==> src/rtl/pc_gen.sv <==
// pc_gen: fetch-PC generator with a direct-mapped BTB, boot bubble and ID redirects.
// Optional macro PC_GEN_PERF_EN adds 64-bit fetch / taken-fetch / redirect counters.
module pc_gen #(
  parameter int              PC_W      = 64,
  parameter logic [PC_W-1:0] RESET_PC  = 64'h8000_0000,
  parameter int              BTB_IDX_W = 4,
  parameter int              BTB_TAG_W = 16
) (
  input  logic            clock,
  input  logic            reset,
  output logic [PC_W-1:0] pc,
  output logic            valid_pre,
  input  logic            pred_jump,
  input  logic            if_ready,
  output logic            pred_taken,
  output logic [PC_W-1:0] pred_target,
  input  logic            id_redirect,
  input  logic [PC_W-1:0] id_redirect_pc,
  input  logic            id_btb_wr,
  input  logic [PC_W-1:0] id_btb_pc,
  input  logic [PC_W-1:0] id_btb_target
`ifdef PC_GEN_PERF_EN
  ,
  output logic [63:0]     perf_fetch,
  output logic [63:0]     perf_pred_taken,
  output logic [63:0]     perf_redirect
`endif
);
  localparam int NE     = 1 << BTB_IDX_W;
  localparam int TAG_LO = BTB_IDX_W + 2;
  localparam int TAG_HI = TAG_LO + BTB_TAG_W - 1;

  typedef enum logic {S_BOOT, S_RUN} state_t;

  state_t                 state_q;
  logic                   valid_q;
  logic [PC_W-1:0]        pc_q, pc_d;
  logic [NE-1:0]          btb_v_q, btb_v_d;
  logic [BTB_TAG_W-1:0]   btb_tag_q [NE];
  logic [PC_W-3:0]        btb_tgt_q [NE];
  logic [BTB_IDX_W-1:0]   idx, wr_idx;
  logic                   hit;
  logic                   unused;

  assign pc        = pc_q;
  assign valid_pre = valid_q;
  assign idx       = pc_q[BTB_IDX_W+1:2];
  assign wr_idx    = id_btb_pc[BTB_IDX_W+1:2];
  assign unused    = ^{id_btb_pc[PC_W-1:TAG_HI+1], id_btb_pc[1:0], id_btb_target[1:0]};

  // BTB lookup, prediction and next-PC selection (redirect beats the handshake)
  always_comb begin
    hit         = btb_v_q[idx] && btb_tag_q[idx] == pc_q[TAG_HI:TAG_LO];
    pred_taken  = valid_q && pred_jump && hit;
    pred_target = pred_taken ? {btb_tgt_q[idx], 2'b00} : pc_q + PC_W'(4);
    pc_d        = id_redirect ? id_redirect_pc : (valid_q && if_ready) ? pred_target : pc_q;
    btb_v_d     = btb_v_q | (id_btb_wr ? NE'(1) << wr_idx : '0);
  end

  // Boot FSM: one bubble cycle after reset so the predictor table can clear
  always_ff @(posedge clock or negedge reset) begin
    if (!reset) begin
      state_q <= S_BOOT;
      valid_q <= 1'b0;
    end else begin
      state_q <= S_RUN;
      valid_q <= 1'b1;
    end
  end

  // Fetch PC and BTB valid bits
  always_ff @(posedge clock or negedge reset) begin
    if (!reset) begin
      pc_q    <= RESET_PC;
      btb_v_q <= '0;
    end else begin
      pc_q    <= pc_d;
      btb_v_q <= btb_v_d;
    end
  end

  // BTB tag/target payload; entries are gated by the valid bits so need no reset
  always_ff @(posedge clock) begin
    if (id_btb_wr) begin
      btb_tag_q[wr_idx] <= id_btb_pc[TAG_HI:TAG_LO];
      btb_tgt_q[wr_idx] <= id_btb_target[PC_W-1:2];
    end
  end

`ifdef PC_GEN_PERF_EN
  logic [63:0] perf_fetch_q, perf_fetch_d;
  logic [63:0] perf_taken_q, perf_taken_d;
  logic [63:0] perf_redir_q, perf_redir_d;

  assign perf_fetch      = perf_fetch_q;
  assign perf_pred_taken = perf_taken_q;
  assign perf_redirect   = perf_redir_q;

  // Event counters, wrapping at 2^64
  always_comb begin
    perf_fetch_d = perf_fetch_q + 64'(valid_q && if_ready);
    perf_taken_d = perf_taken_q + 64'(valid_q && if_ready && pred_taken);
    perf_redir_d = perf_redir_q + 64'(id_redirect);
  end

  // Counter registers
  always_ff @(posedge clock or negedge reset) begin
    if (!reset) begin
      perf_fetch_q <= '0;
      perf_taken_q <= '0;
      perf_redir_q <= '0;
    end else begin
      perf_fetch_q <= perf_fetch_d;
      perf_taken_q <= perf_taken_d;
      perf_redir_q <= perf_redir_d;
    end
  end
`endif
endmodule

==> config.mk <==
export PLATFORM = sky130hd
export DESIGN_NAME = pc_gen
export DESIGN_NICKNAME = d
export VERILOG_FILES = /design/src/rtl/pc_gen.sv
export SDC_FILE = /design/constraint.sdc
export NUM_CORES = 2
export LEC_CHECK = 0
export CAP_MARGIN = 20
export CORE_AREA = 2 2 416 418
export DETAILED_ROUTE_END_ITERATION = 16
export DIE_AREA = 0 0 418 420
export GPL_TIMING_DRIVEN = 0
export SETUP_SLACK_MARGIN = 0.02
export SYNTH_ARGS = -nofsm -noshare
export SYNTH_HDL_FRONTEND = slang
export SYNTH_SLANG_ARGS = --single-unit
==> constraint.sdc <==
create_clock -name clock -period 11.2 [get_ports clock]
set_input_delay 1.68 -clock clock [delete_from_list [all_inputs] [get_ports clock]]
set_output_delay 1.68 -clock clock [all_outputs]
set_load 0.05 [all_outputs]
==> results.ini <==
[outcome]
outcome = completed

[drt]
via_per_inst = 5.34
first_pass_iters = 7
vias = 30300
drcViolationCount = 0
drt_wl_total_mm = 173
wl_per_cell_um = 30.6
drt-initial-drc-count = 3181
ant_nets = 0

[floorplan]
start_util_pct = 31.8
dieHeight_um = 420
dieWidth_um = 418
fp.coreArea_mm2 = 0.171
num_rows = 152
ios = 328
die_area_mm2 = 0.176

[logic_synthesis]
synth_top_cell_by_area = edfxtp_1
synth_top_area_share_pct = 68.8
yosysMostFrequentCell = edfxtp_1
synth.avg_cell_area_um2 = 19.6
synth_enable_flop_cells = 1248
synth_ff_type = edfxtp_1
syn-num-nets = 2972
synth-async-reset-ratio_pct = 6.09
synthDistinctLibCells = 70
synthCells = 2773
ys_seq_elements = 1329
yosys-top-cells-area = edfxtp_1, mux4_2, dfrtp_1
yosysSeqAreaShare_pct = 72.5
synth_commonest_cells = edfxtp_1, mux4_2, nor2_1, a21oi_1, nand2_1
synth_warnings = 0
synthesis.area_mm2 = 0.0545

[clocking]
clk_path_buf_depth = 3
clock_sinks = 1329
post-cts-setup-buffers = 0
clkTransAtPathRegs_ns = 0.06
clk_latency_ns = 0.78
cts_hold_buf = 0
htreeDepth = 4
cts-resized-gates = 0
cts_tree = done
clockRootBuffer = clkbuf_16
cts_buffers = 137

[setup_path]
r2r_setup_slack_ns = 5.46
critical_path_peak_fanout = 10
worstRegToRegCells = 11
crit_path_start_kind = flip-flop
crit_required_ns = 9.52
end_kind = output port
r2r-end = pc[14]
rr_startpoint = pc[3]
path_class = reg2out
cp.arrival_ns = 7.23

[global_routing]
overflow = 0
grt_pass1_vias = 30300
grt_max_degree = 45
grt_use_total_pct = 19.6
antenna_found_initial = 42
grt_first_pass_wirelength_mm = 240

[pwr]
powerDensity_mw_per_mm2 = 179
vdd_ir_drop_max_v = 0.000160
p_total_mw = 11.9
p_leak_nw = 21.2

[timing]
finalSetupViolations = 0
worstMarginPinSlew_ns = 1.21
fmax_mhz = 112
slew_viol_final = 0
final.setup_skew_ns = 0.0319
finalHoldWorstSlack_ns = 0.465
slew_headroom_pct = 19.5
fin_crit_sh_pct = 79.5
rsz0062_at_grt = false
fin_crit_ns = 8.91
hold_viol_final = 0

[layout]
final_layout_size_suffix_gt1_share_pct = 25.4
fin_area_mm2 = 0.0666
postLayoutCoreUtil_pct = 38.9
instances_no_fill = 5662
area_growth_pct = 22.2
finalNetCount = 3510

[min_path]
worstHoldPathCells = 1
hp-start = btb_v_q[2]
hold_class = reg2reg
min_to = btb_v_q[2]

[placement]
place_area_mm2 = 0.0621
io_buffers = 281
placed_cells = 5401
hpwl_mm = 124
gp_congestion = 0.880

[job]
cap_violations = 0

## power by group
group / total, mW / internal (mW) / switching [mW] / leakage, nW
Combinational: 1.77 / 0.703 / 1.07 / 6.82
Clock: 4.52 / 2.60 / 1.92 / 2.15
Sequential: 5.64 / 5.56 / 0.0751 / 12.2
## critical path, stage by stage (launching register included)
cell             delay (ns)
dfrtp_1                0.53
buf_6                  0.20
buf_6                  0.20
buf_2                  0.40
buf_2                  0.46
clkbuf_1               0.38
clkbuf_1               0.80
mux4_2                 0.43
mux4_2                 0.50
nor3_1                 0.53
nor4b_2                0.94
nor2_1                 0.24
clkdlybuf4s50_1        0.77
## worst max path at each step
stage | endpoint | from
after global routing | pred_target[14] | pc[3]
after detailed placement | pred_target[31] | pc[3]
after global placement | btb_v_q[12] | id_btb_wr
after CTS | pred_target[31] | pc[3]
after floorplan | btb_v_q[0] | id_btb_pc[4]
final | pred_target[14] | pc[3]
## layer usage
| metal | vias to the layer above | routed length, µm | global-route usage [%] |
|---|---|---|---|
| met5 | - | 131 | 0 |
| met3 | 336 | 10400 | 3.34 |
| li1 | 12500 | - | - |
| met2 | 1249 | 88700 | 33.9 |
| met4 | 22 | 11600 | 11.9 |
| met1 | 16200 | 62400 | 22.9 |
## cell type report
class,count,area (µm²)
Tap cell,2233,2790
Sequential cell,1329,39500
Clock inverter,78,736
Inverter,7,26.3
Multi-Input combinational cell,1256,14100
Timing Repair Buffer,399,4770
Antenna cell,12,30.0
Clock buffer,167,3650
Buffer,181,980
Fill cell,15300,104000
## flip-flops by register name, indices dropped and copies added (netlist names)
register	count
btb_tag_q	256
btb_tgt_q	992
btb_v_q	16
pc	64
valid_pre	1
## cells in the final DEF, fill, tap and decap left out, drive strengths merged, types with 3 or more instances in the layout
| master | instances |
|---|---|
| edfxtp | 1248 |
| mux4 | 360 |
| clkdlybuf4s50 | 280 |
| clkbuf | 243 |
| buf | 222 |
| nor2 | 153 |
| a21oi | 126 |
| nand2 | 112 |
| dfrtp | 80 |
| xnor2 | 61 |
| o31ai | 60 |
| clkinv | 52 |
| mux2i | 51 |
| nor4 | 47 |
| or3 | 46 |
| nor3 | 38 |
| nand3 | 33 |
| xor2 | 21 |
| or2 | 20 |
| and3 | 17 |
| inv | 17 |
| nor4b | 13 |
| diode | 12 |
| bufinv | 12 |
| a22oi | 10 |
| nand4 | 9 |
| a22o | 9 |
| nor2b | 7 |
| a211oi | 7 |
| and2 | 6 |
| o21ai | 6 |
| nand2b | 4 |
| nand3b | 4 |
| clkinvlp | 4 |
| a31o | 3 |
| and4 | 3 |
| a21boi | 3 |
## per-stage QoR
| stage | setup TNS (ns) | worst slack (ns) |
|---|---|---|
| 2_1_floorplan | 0 | 3.01 |
| 3_3_place_gp | -1995.02 | -6.32 |
| 3_5_place_dp | 0 | 3.21 |
| 4_1_cts | 0 | 2.34 |
| 5_1_grt | 0 | 2.20 |
| 6_report | 0 | 2.29 |
## cells by family after synthesis
| family | share of synthesized area (%) |
|---|---|
| flip-flops | 72.5 |
| AND/OR/NAND/NOR | 5.56 |
| multiplexers | 15.8 |
| AO/OA/AOI/OAI | 2.87 |
| buffers and inverters | 1.85 |
| XOR/XNOR | 1.32 |
| adder cells (fa/ha/maj) | 0.0230 |
| other | 0.00689 |
(Power assumes the default switching activity.)
